File: config.mk
export PLATFORM = sky130hd
export DESIGN_NAME = apb_req_arbiter_flat
export DESIGN_NICKNAME = d
export VERILOG_FILES = /design/src/rtl/apb_req_arbiter_if.sv /design/src/rtl/apb_req_arbiter.sv /design/src/flat_wrapper.sv
export SDC_FILE = /design/constraint.sdc
export NUM_CORES = 1
export LEC_CHECK = 0
export BUFFER_PORTS_ARGS = -buffer_cell sky130_fd_sc_hd__buf_2
export CAP_MARGIN = 20
export CORE_AREA = 2 2 164 166
export DETAILED_ROUTE_END_ITERATION = 12
export DIE_AREA = 0 0 166 168
export SKIP_LAST_GASP = 1
export SYNTH_ARGS = -nofsm -noshare
export SYNTH_HDL_FRONTEND = slang
export SYNTH_SLANG_ARGS = --single-unit
File: constraint.sdc
create_clock -name pclk -period 1.73 [get_ports pclk]
set_input_delay 0.2595 -clock pclk [delete_from_list [all_inputs] [get_ports pclk]]
set_output_delay 0.2595 -clock pclk [all_outputs]
set_load 0.1 [all_outputs]
File: src/rtl/apb_req_arbiter_if.sv
// rtl/apb_req_arbiter_if.sv - APB bus bundle between the request arbiter and one completer
// Ports (modports):
//   master : drives psel/penable/pwrite/paddr/pwdata/pstrb/pprot, samples prdata/pready/pslverr
//   slave  : the completer side, mirror image of master
interface apb_req_arbiter_if #(
    parameter int ADDR_WIDTH = 32,
    parameter int DATA_WIDTH = 32
);
    logic                    psel;
    logic                    penable;
    logic                    pwrite;
    logic [ADDR_WIDTH-1:0]   paddr;
    logic [DATA_WIDTH-1:0]   pwdata;
    logic [DATA_WIDTH/8-1:0] pstrb;
    logic [2:0]              pprot;
    logic [DATA_WIDTH-1:0]   prdata;
    logic                    pready;
    logic                    pslverr;

    modport master (
        output psel, penable, pwrite, paddr, pwdata, pstrb, pprot,
        input  prdata, pready, pslverr
    );

    modport slave (
        input  psel, penable, pwrite, paddr, pwdata, pstrb, pprot,
        output prdata, pready, pslverr
    );
endinterface

File: src/rtl/apb_req_arbiter.sv
// rtl/apb_req_arbiter.sv - round-robin arbiter funnelling NUM_REQ requesters onto one APB master
// Ports:
//   pclk, reset                 : clock, synchronous active-high reset
//   req_valid/req_write         : per-requester request and direction (1 = write)
//   req_addr/req_wdata/req_pprot: packed per-requester transfer fields
//   grant                       : one-hot owner of the transfer in flight (zero in IDLE)
//   done                        : one-hot single-cycle completion pulse
//   rsp_rdata/rsp_err/rsp_timeout: response status, valid while done is nonzero
//   apb                         : APB master side of the bus bundle
module apb_req_arbiter #(
    parameter int ADDR_WIDTH = 32,
    parameter int DATA_WIDTH = 32,
    parameter int NUM_REQ    = 4,
    parameter int TIMEOUT    = 16
) (
    input  logic                       pclk,
    input  logic                       reset,
    input  logic [NUM_REQ-1:0]         req_valid,
    input  logic [NUM_REQ-1:0]         req_write,
    input  logic [NUM_REQ*ADDR_WIDTH-1:0] req_addr,
    input  logic [NUM_REQ*DATA_WIDTH-1:0] req_wdata,
    input  logic [NUM_REQ*3-1:0]       req_pprot,
    output logic [NUM_REQ-1:0]         grant,
    output logic [NUM_REQ-1:0]         done,
    output logic [DATA_WIDTH-1:0]      rsp_rdata,
    output logic                       rsp_err,
    output logic                       rsp_timeout,
    apb_req_arbiter_if.master          apb
);
    localparam int IW = $clog2(NUM_REQ);
    localparam int CW = $clog2(TIMEOUT + 1);
    localparam int SW = DATA_WIDTH / 8;

    typedef enum logic [1:0] {IDLE, SETUP, ACCESS} state_t;

    state_t                  state_q, state_d;
    logic                    psel_q, psel_d;
    logic                    penable_q, penable_d;
    logic                    pwrite_q, pwrite_d;
    logic [ADDR_WIDTH-1:0]   paddr_q, paddr_d;
    logic [DATA_WIDTH-1:0]   pwdata_q, pwdata_d;
    logic [SW-1:0]           pstrb_q, pstrb_d;
    logic [2:0]              pprot_q, pprot_d;
    logic [NUM_REQ-1:0]      grant_q, grant_d;
    logic [NUM_REQ-1:0]      done_q, done_d;
    logic [DATA_WIDTH-1:0]   rsp_rdata_q, rsp_rdata_d;
    logic                    rsp_err_q, rsp_err_d;
    logic                    rsp_timeout_q, rsp_timeout_d;
    logic [CW-1:0]           wcnt_q, wcnt_d;
    logic [IW-1:0]           ptr_q, ptr_d;

    // Round-robin search: first valid requester at or after ptr_q, wrapping.
    logic                    found;
    logic [IW-1:0]           win_idx;
    logic [IW:0]             cand_sum;
    logic [IW-1:0]           cand;

    always_comb begin
        found    = 1'b0;
        win_idx  = '0;
        cand_sum = '0;
        cand     = '0;
        for (int k = 0; k < NUM_REQ; k++) begin
            cand_sum = {1'b0, ptr_q} + (IW+1)'(k);
            if (cand_sum >= (IW+1)'(NUM_REQ)) begin
                cand_sum = cand_sum - (IW+1)'(NUM_REQ);
            end
            cand = cand_sum[IW-1:0];
            if (!found && req_valid[cand]) begin
                found   = 1'b1;
                win_idx = cand;
            end
        end
    end

    always_comb begin
        state_d       = state_q;
        psel_d        = psel_q;
        penable_d     = penable_q;
        pwrite_d      = pwrite_q;
        paddr_d       = paddr_q;
        pwdata_d      = pwdata_q;
        pstrb_d       = pstrb_q;
        pprot_d       = pprot_q;
        grant_d       = grant_q;
        wcnt_d        = wcnt_q;
        ptr_d         = ptr_q;
        // Response outputs are single-cycle: zero unless this cycle completes.
        done_d        = '0;
        rsp_rdata_d   = '0;
        rsp_err_d     = 1'b0;
        rsp_timeout_d = 1'b0;

        case (state_q)
            IDLE: begin
                if (found) begin
                    state_d   = SETUP;
                    psel_d    = 1'b1;
                    penable_d = 1'b0;
                    pwrite_d  = req_write[win_idx];
                    paddr_d   = req_addr[int'(win_idx)*ADDR_WIDTH +: ADDR_WIDTH];
                    pwdata_d  = req_write[win_idx] ?
                                req_wdata[int'(win_idx)*DATA_WIDTH +: DATA_WIDTH] : '0;
                    pstrb_d   = req_write[win_idx] ? '1 : '0;
                    pprot_d   = req_pprot[int'(win_idx)*3 +: 3];
                    grant_d   = NUM_REQ'(1) << win_idx;
                    ptr_d     = (win_idx == IW'(NUM_REQ-1)) ? '0 : win_idx + 1'b1;
                    wcnt_d    = '0;
                end
            end
            SETUP: begin
                state_d   = ACCESS;
                penable_d = 1'b1;
            end
            ACCESS: begin
                if (apb.pready || (wcnt_q + CW'(1) == CW'(TIMEOUT))) begin
                    state_d   = IDLE;
                    done_d    = grant_q;
                    psel_d    = 1'b0;
                    penable_d = 1'b0;
                    pwrite_d  = 1'b0;
                    paddr_d   = '0;
                    pwdata_d  = '0;
                    pstrb_d   = '0;
                    pprot_d   = '0;
                    grant_d   = '0;
                    if (apb.pready) begin
                        rsp_rdata_d = pwrite_q ? '0 : apb.prdata;
                        rsp_err_d   = apb.pslverr;
                    end else begin
                        rsp_err_d     = 1'b1;
                        rsp_timeout_d = 1'b1;
                    end
                end else begin
                    wcnt_d = wcnt_q + CW'(1);
                end
            end
            default: state_d = IDLE;
        endcase
    end

    always_ff @(posedge pclk) begin
        if (reset) begin
            state_q       <= IDLE;
            psel_q        <= 1'b0;
            penable_q     <= 1'b0;
            pwrite_q      <= 1'b0;
            paddr_q       <= '0;
            pwdata_q      <= '0;
            pstrb_q       <= '0;
            pprot_q       <= '0;
            grant_q       <= '0;
            done_q        <= '0;
            rsp_rdata_q   <= '0;
            rsp_err_q     <= 1'b0;
            rsp_timeout_q <= 1'b0;
            wcnt_q        <= '0;
            ptr_q         <= '0;
        end else begin
            state_q       <= state_d;
            psel_q        <= psel_d;
            penable_q     <= penable_d;
            pwrite_q      <= pwrite_d;
            paddr_q       <= paddr_d;
            pwdata_q      <= pwdata_d;
            pstrb_q       <= pstrb_d;
            pprot_q       <= pprot_d;
            grant_q       <= grant_d;
            done_q        <= done_d;
            rsp_rdata_q   <= rsp_rdata_d;
            rsp_err_q     <= rsp_err_d;
            rsp_timeout_q <= rsp_timeout_d;
            wcnt_q        <= wcnt_d;
            ptr_q         <= ptr_d;
        end
    end

    assign apb.psel    = psel_q;
    assign apb.penable = penable_q;
    assign apb.pwrite  = pwrite_q;
    assign apb.paddr   = paddr_q;
    assign apb.pwdata  = pwdata_q;
    assign apb.pstrb   = pstrb_q;
    assign apb.pprot   = pprot_q;
    assign grant       = grant_q;
    assign done        = done_q;
    assign rsp_rdata   = rsp_rdata_q;
    assign rsp_err     = rsp_err_q;
    assign rsp_timeout = rsp_timeout_q;
endmodule

File: src/flat_wrapper.sv
// flat-port wrapper written by rule: the top's interface ports become plain ports
module apb_req_arbiter_flat 
#(
    parameter int ADDR_WIDTH = 32,
    parameter int DATA_WIDTH = 32,
    parameter int NUM_REQ    = 4,
    parameter int TIMEOUT    = 16
)
  (pclk, reset, req_valid, req_write, req_addr, req_wdata, req_pprot, grant, done, rsp_rdata, rsp_err, rsp_timeout, apb_psel, apb_penable, apb_pwrite, apb_paddr, apb_pwdata, apb_pstrb, apb_pprot, apb_prdata, apb_pready, apb_pslverr);
  apb_req_arbiter_if #(.ADDR_WIDTH(ADDR_WIDTH), .DATA_WIDTH(DATA_WIDTH)) apb_i ();
  input  logic pclk;
  input  logic reset;
  input  logic [NUM_REQ-1:0] req_valid;
  input  logic [NUM_REQ-1:0] req_write;
  input  logic [NUM_REQ*ADDR_WIDTH-1:0] req_addr;
  input  logic [NUM_REQ*DATA_WIDTH-1:0] req_wdata;
  input  logic [NUM_REQ*3-1:0] req_pprot;
  output logic [NUM_REQ-1:0] grant;
  output logic [NUM_REQ-1:0] done;
  output logic [DATA_WIDTH-1:0] rsp_rdata;
  output logic rsp_err;
  output logic rsp_timeout;
  output wire logic [$bits(apb_i.psel)-1:0] apb_psel;
  output wire logic [$bits(apb_i.penable)-1:0] apb_penable;
  output wire logic [$bits(apb_i.pwrite)-1:0] apb_pwrite;
  output wire logic [$bits(apb_i.paddr)-1:0] apb_paddr;
  output wire logic [$bits(apb_i.pwdata)-1:0] apb_pwdata;
  output wire logic [$bits(apb_i.pstrb)-1:0] apb_pstrb;
  output wire logic [$bits(apb_i.pprot)-1:0] apb_pprot;
  input wire logic [$bits(apb_i.prdata)-1:0] apb_prdata;
  input wire logic [$bits(apb_i.pready)-1:0] apb_pready;
  input wire logic [$bits(apb_i.pslverr)-1:0] apb_pslverr;
  assign apb_psel = apb_i.psel;
  assign apb_penable = apb_i.penable;
  assign apb_pwrite = apb_i.pwrite;
  assign apb_paddr = apb_i.paddr;
  assign apb_pwdata = apb_i.pwdata;
  assign apb_pstrb = apb_i.pstrb;
  assign apb_pprot = apb_i.pprot;
  assign apb_i.prdata = apb_prdata;
  assign apb_i.pready = apb_pready;
  assign apb_i.pslverr = apb_pslverr;
  apb_req_arbiter #(.ADDR_WIDTH(ADDR_WIDTH), .DATA_WIDTH(DATA_WIDTH), .NUM_REQ(NUM_REQ), .TIMEOUT(TIMEOUT)) u_core (.pclk(pclk), .reset(reset), .req_valid(req_valid), .req_write(req_write), .req_addr(req_addr), .req_wdata(req_wdata), .req_pprot(req_pprot), .grant(grant), .done(done), .rsp_rdata(rsp_rdata), .rsp_err(rsp_err), .rsp_timeout(rsp_timeout), .apb(apb_i));
endmodule
# [Word level (Yosys, flattened, before mapping)]
# Cells that the tools add are included.
[op_classes] muxes=53 bitwise=3 shifts=4 multipliers=1 reduce_logical=17 add_sub_neg=9 magnitude_cmp=9 n_eq_ne=7
[ops] cell="indexed part select 128 x 8 -> 32 bit" n=2
[ops] cell="2-to-1 mux 32 bit" n=4
[ops] cell="one-hot mux 32 bit (2 select lines)" n=2
[ops] cell="indexed part select 12 x 32 -> 3 bit" n=1
[ops] cell="2-to-1 mux 2 bit" n=11
[ops] cell="2-to-1 mux 4 bit" n=4
[ops] cell="one-hot mux 4 bit (2 select lines)" n=2
[ops] cell="< comparator 2 x 3 -> 1 bit (second input constant)" n=5
[ops] cell="2-to-1 mux 1 bit" n=15
[ops] cell="binary-select mux 1 bit (select 2 bit)" n=5
[ops] cell="2-to-1 mux 5 bit" n=2
[ops] cell="one-hot mux 5 bit (2 select lines)" n=1
[ops] cell=">= comparator 3 bit (second input constant)" n=3
[ops] cell="AND reduction 3 bit" n=3
[ops] cell="subtractor 2 x 1 -> 2 bit (second input constant)" n=4
[ops] cell="adder 2 x 2 -> 3 bit (second input constant)" n=2
[ops] cell="2-to-1 mux 3 bit" n=2
[ops] cell="one-hot mux 2 bit (3 select lines)" n=1
[ops] cell="one-hot mux 3 bit (2 select lines)" n=1
[ops] cell="adder 5 x 1 -> 5 bit (second input constant)" n=1
[ops] cell="== test 5 bit (second input constant)" n=1
[ops] cell="OR reduction 5 bit" n=1
[ops] cell="== test 2 bit (second input constant)" n=2
[ops] cell="multiplier 2 x 2 -> 4 bit (second input constant)" n=1
[ops] cell="other kinds (18)" n=27
[totals] wordCells=118 output_inout_bits=116 reg_bits=125

# [Logic depth before layout (Yosys ltp)]
[depth] depth_word=19 depth_mapped=10 mapped_depth_nobuf=7

# [Least setup slack after synthesis]
# Ideal clock, no wire load.
[synth_path] path_type="reg-to-reg" startpoint="register u_core.ptr_q[0]" endpoint="register u_core.ptr_q[1]" setup_ns=0.128 arrival_time_ns=1.604 slack_ns=-0.002 required_ns=1.602 synth_period_minus_slack_ns=1.732 stages_incl_launch_ff=10 cell_sequence="dfxtp_1 and2b_1 nor2_1 o221a_2 buf_6 buf_6 buf_2 ha_1 mux2i_1 nor2_1"
[synth_between] elab_chain_cells=16 word_cells_on_any_way=41 classes_between="add/sub: 8; order compare: 4; eq/ne: 1; mux: 21; reduce/logical: 7"
[synth_rtl] element="start, declared" line_no="apb_req_arbiter.sv:50" source="logic [IW-1:0] ptr_q, ptr_d;"
[synth_rtl] element="start signal, assigned" line_no="apb_req_arbiter.sv:174" source="ptr_q <= ptr_d;"
[synth_rtl] element="branches (longest 16 deep; another with adder 2 x 1 -> 3 bit)"
# Parallel ways; which one is timed is not known. The select of a mux whose other input is x is not followed.
# A chain may end at the register's enable or synchronous reset.

# [Final worst setup path]
[layout_path] startpoint="register u_core.ptr_q[0]" endpoint="register u_core.pwdata_q[27] (netlist: u_core.apb.pwdata[27])"
[layout_between] elab_chain_cells=19 word_cells_on_any_way=45 classes_between="add/sub: 7; order compare: 4; eq/ne: 1; shift: 1; mux: 25; reduce/logical: 7"
[layout_rtl] element="branches (longest 19 deep; another with adder 2 x 1 -> 3 bit)"
[layout_rtl] element="end signal, assigned" line_no="apb_req_arbiter.sv:165" source="pwdata_q <= pwdata_d;"
[layout_rtl] element="end, declared" line_no="apb_req_arbiter.sv:41" source="logic [DATA_WIDTH-1:0] pwdata_q, pwdata_d;"
# Parallel ways; which one is timed is not known. The select of a mux whose other input is x is not followed.

==> results.toml <==
[place]
portBuffers = 427
dp_worst_setup_slack_ns = -0.3928
hpwl_um = 18580
dpl_cell_area_mm2 = 0.008801
place_congestion = 0.9525

[clock_tree]
cts_tree = "built"
ctsHoldBuffers = 0
numCtsBuffers = 17
cts_buffer_depth = 2
path_clk_slew_ns = 0.06
clock_latency_ns = 0.42
clock_sinks = 121
ctsRootBufferMaster = "clkbuf_16"
cts_htree_levels = 4

[yosys]
synthDistinctLibCells = 42
synth_edf_count = 0
ys.flop_type = "dfxtp_1"
synth_top_area_frac = 0.4052
synth_warnings = 0
netlist_area_mm2 = 0.005978
ys_seq_area_frac = 0.4052
synth.area.top_cells = "dfxtp_1 (41%), nand2_1 (17%), a32o_1 (11%)"
yosysMostFrequentCell = "nand2_1"
syn_nets = 1098
ys_ff_latch = 121
yosysTopAreaCell = "dfxtp_1"
synthTopCellsByCount = "nand2_1 (272), dfxtp_1 (121), nand3_1 (103)"
syn_avg_cell_area_um2 = 7.655
synthCells = 781
synthArstFlopShare = 0

[sta]
layout_setup_ws_ns = -0.2173
fin_crit_sh = 1.126
skew_ns = 0.01060
finalMaxSlewViolations = 0
hold_viol_final = 0
finalSetupViolCount = 71
rsz0062_at_grt = "true"
slew_headroom = 0.6388
tightest_slew_ns = 0.5455
fin_hold_ws_ns = 0.03785
max_freq_ghz = 0.5135
min_period_ns = 1.947

[die]
start_util = 0.2269
ios = 428
core_region_area_mm2 = 0.02635
fp-row-count = 60
die_h_um = 168
floorplan.die.width_um = 166
die_area_mm2 = 0.02789

[detailed_routing]
drtIter0Drc = 324
ant_nets = 0
wl_per_cell_um = 15.85
drcViolationCount = 0
dr.pass1.iters = 5
routed_wl_um = 25130
viasPerCell = 4.637
num_vias = 7355

[pwr]
p_sw_frac = 0.4750
irDropWorstVdd_v = 0.0007330
p_seq_frac = 0.254
power_switching_mw = 6.228
clkPwrFrac = 0.260
p_comb_frac = 0.486
powerDensity_mw_per_mm2 = 1355
p_leak_nw = 4.907
p_int_mw = 6.884

[setup_path]
crit_path_end_kind = "flip-flop"
start_kind = "flip-flop"
reg2regPathDepth = 9
cp.required_ns = 2.04
path_max_fanout = 33
r2r_setup_slack_ns = -0.22
worstSetupStartpoint = "u_core.ptr_q[0]"
cp.arrival_ns = 2.25
crit_type = "reg2reg"
r2r_end = "u_core.apb.pwdata[27]"
r2r-start = "u_core.ptr_q[0]"

[grt]
track_usage = 0.1704
antenna_found_initial = 1
grt_max_degree = 49
grt_pass1_vias = 7009
grt-ovfl-total = 0
grt_first_pass_wirelength_um = 37600

[final_layout]
antenna-diode-count = 0
nets = 1549
multi_input_area_mm2 = 0.003271
fin_area_mm2 = 0.009676
nFillCells = 2797
layout-drive-gt1-share = 0.4570
area_growth_pct = 61.85
seq_area_mm2 = 0.002426

[worst_hold_path]
whs_path_depth = 2
hold_end = "u_core.rsp_rdata[18]"
hp-start = "apb_prdata[18]"
min_path_type = "in2reg"

[run_status]
run_status = "finished, violations left"
violations = "setup timing"

[flow_run]
cap_violations = 0
[critical path: stages, from the launching register on]
cell	delay (ns)
dfxtp_2	0.35
and2b_1	0.19
nor2_1	0.11
o32a_4	0.22
buf_12	0.11
mux2i_4	0.20
buf_4	0.14
o22ai_4	0.07
buf_12	0.16
a32o_1	0.25
[layer usage]
metal / up-vias / track usage / share of wire
met1: 3356 / 0.1973 / 0.40
met3: 43 / 0.05007 / 0.079
met4: 2 / 0.07032 / 0.028
met5: - / 0 / 0.00052
li1: 3605 / - / -
met2: 349 / 0.2944 / 0.49
[placed cells by master (no fill, tap or decap), types with 13 or more instances in the layout]
master and instances:
a32o_1 67, dfxtp_1 118, buf_4 46, buf_2 427, a21oi_2 15, and2_1 37, nand3_1 102, nand2_1 270
buf_12 13, clkbuf_16 19, a21oi_1 27, nor2_1 15
[final cells by class]
cell class              count  share of cell area
repair buffers            501              0.3070
inverters                   3            0.002586
multi-input cells         588              0.3380
well taps                 341             0.04410
clock buffers              17             0.04397
clock inverters            15             0.01358
flip-flops and latches    121              0.2507
[power groups by stage]
stage	registers, mW	clock network, mW	logic (mW)
3_3_place_gp	3.37	0	5.98
3_5_place_dp	3.38	0	6.00
4_1_cts	3.32	3.55	6.10
6_report	3.33	3.41	6.37
2_1_floorplan	5.68	0	2.09
5_1_grt	3.37	3.66	6.76
[through the flow]
stage | total power, mW | TNS, ns | util | cells
finish | 13.11 | -9.812 | 0.3672 | 1586
global route | 13.79 | -15.53 | 0.3672 | 1586
CTS | 12.98 | -8.132 | 0.3574 | 1575
detailed placement | 9.381 | -20.00 | 0.3340 | 1542
global placement | 9.353 | -16.87 | 0.3340 | 1542
floorplan | 7.765 | 0 | - | 781
[registers in the layout, indices dropped and copies added (netlist names)]
signal              count
u_core.rsp_err          1
u_core.state_q          2
u_core.apb.penable      1
u_core.apb.psel         1
u_core.apb.paddr       32
u_core.apb.pprot        3
u_core.apb.pstrb        1
u_core.done             4
u_core.ptr_q            2
u_core.grant            4
u_core.apb.pwdata      32
u_core.wcnt_q           5
u_core.rsp_rdata       32
u_core.rsp_timeout      1
[worst max-delay path by stage]
stage and to:
2_1_floorplan apb_pstrb[0], 3_3_place_gp u_core.ptr_q[1], 3_5_place_dp u_core.ptr_q[1], 4_1_cts u_core.apb.pwdata[28], 5_1_grt u_core.apb.pwdata[27], 6_report u_core.apb.pwdata[27]
[kinds of logic (layout without fill, tap and decap cells)]
group,Yosys count,count (layout),share of synthesized area
AND/OR/NAND/NOR,448,448,0.3309
AO/OA/AOI/OAI,131,131,0.1804
flip-flops,121,121,0.4052
buffers and inverters,72,536,0.06614
adder cells (fa/ha/maj),5,5,0.01046
multiplexers,4,4,0.006907
[repair_timing]
action / in CTS / in global routing
setup buffers: 0 / 9
setup endpoints to repair: 72 / 76
gates resized for setup: 7 / 33
hold endpoints to repair: 0 / 0
cloned: 1 / 3
pin swaps: 1 / 15
Power figures use the tool's default switching activity.
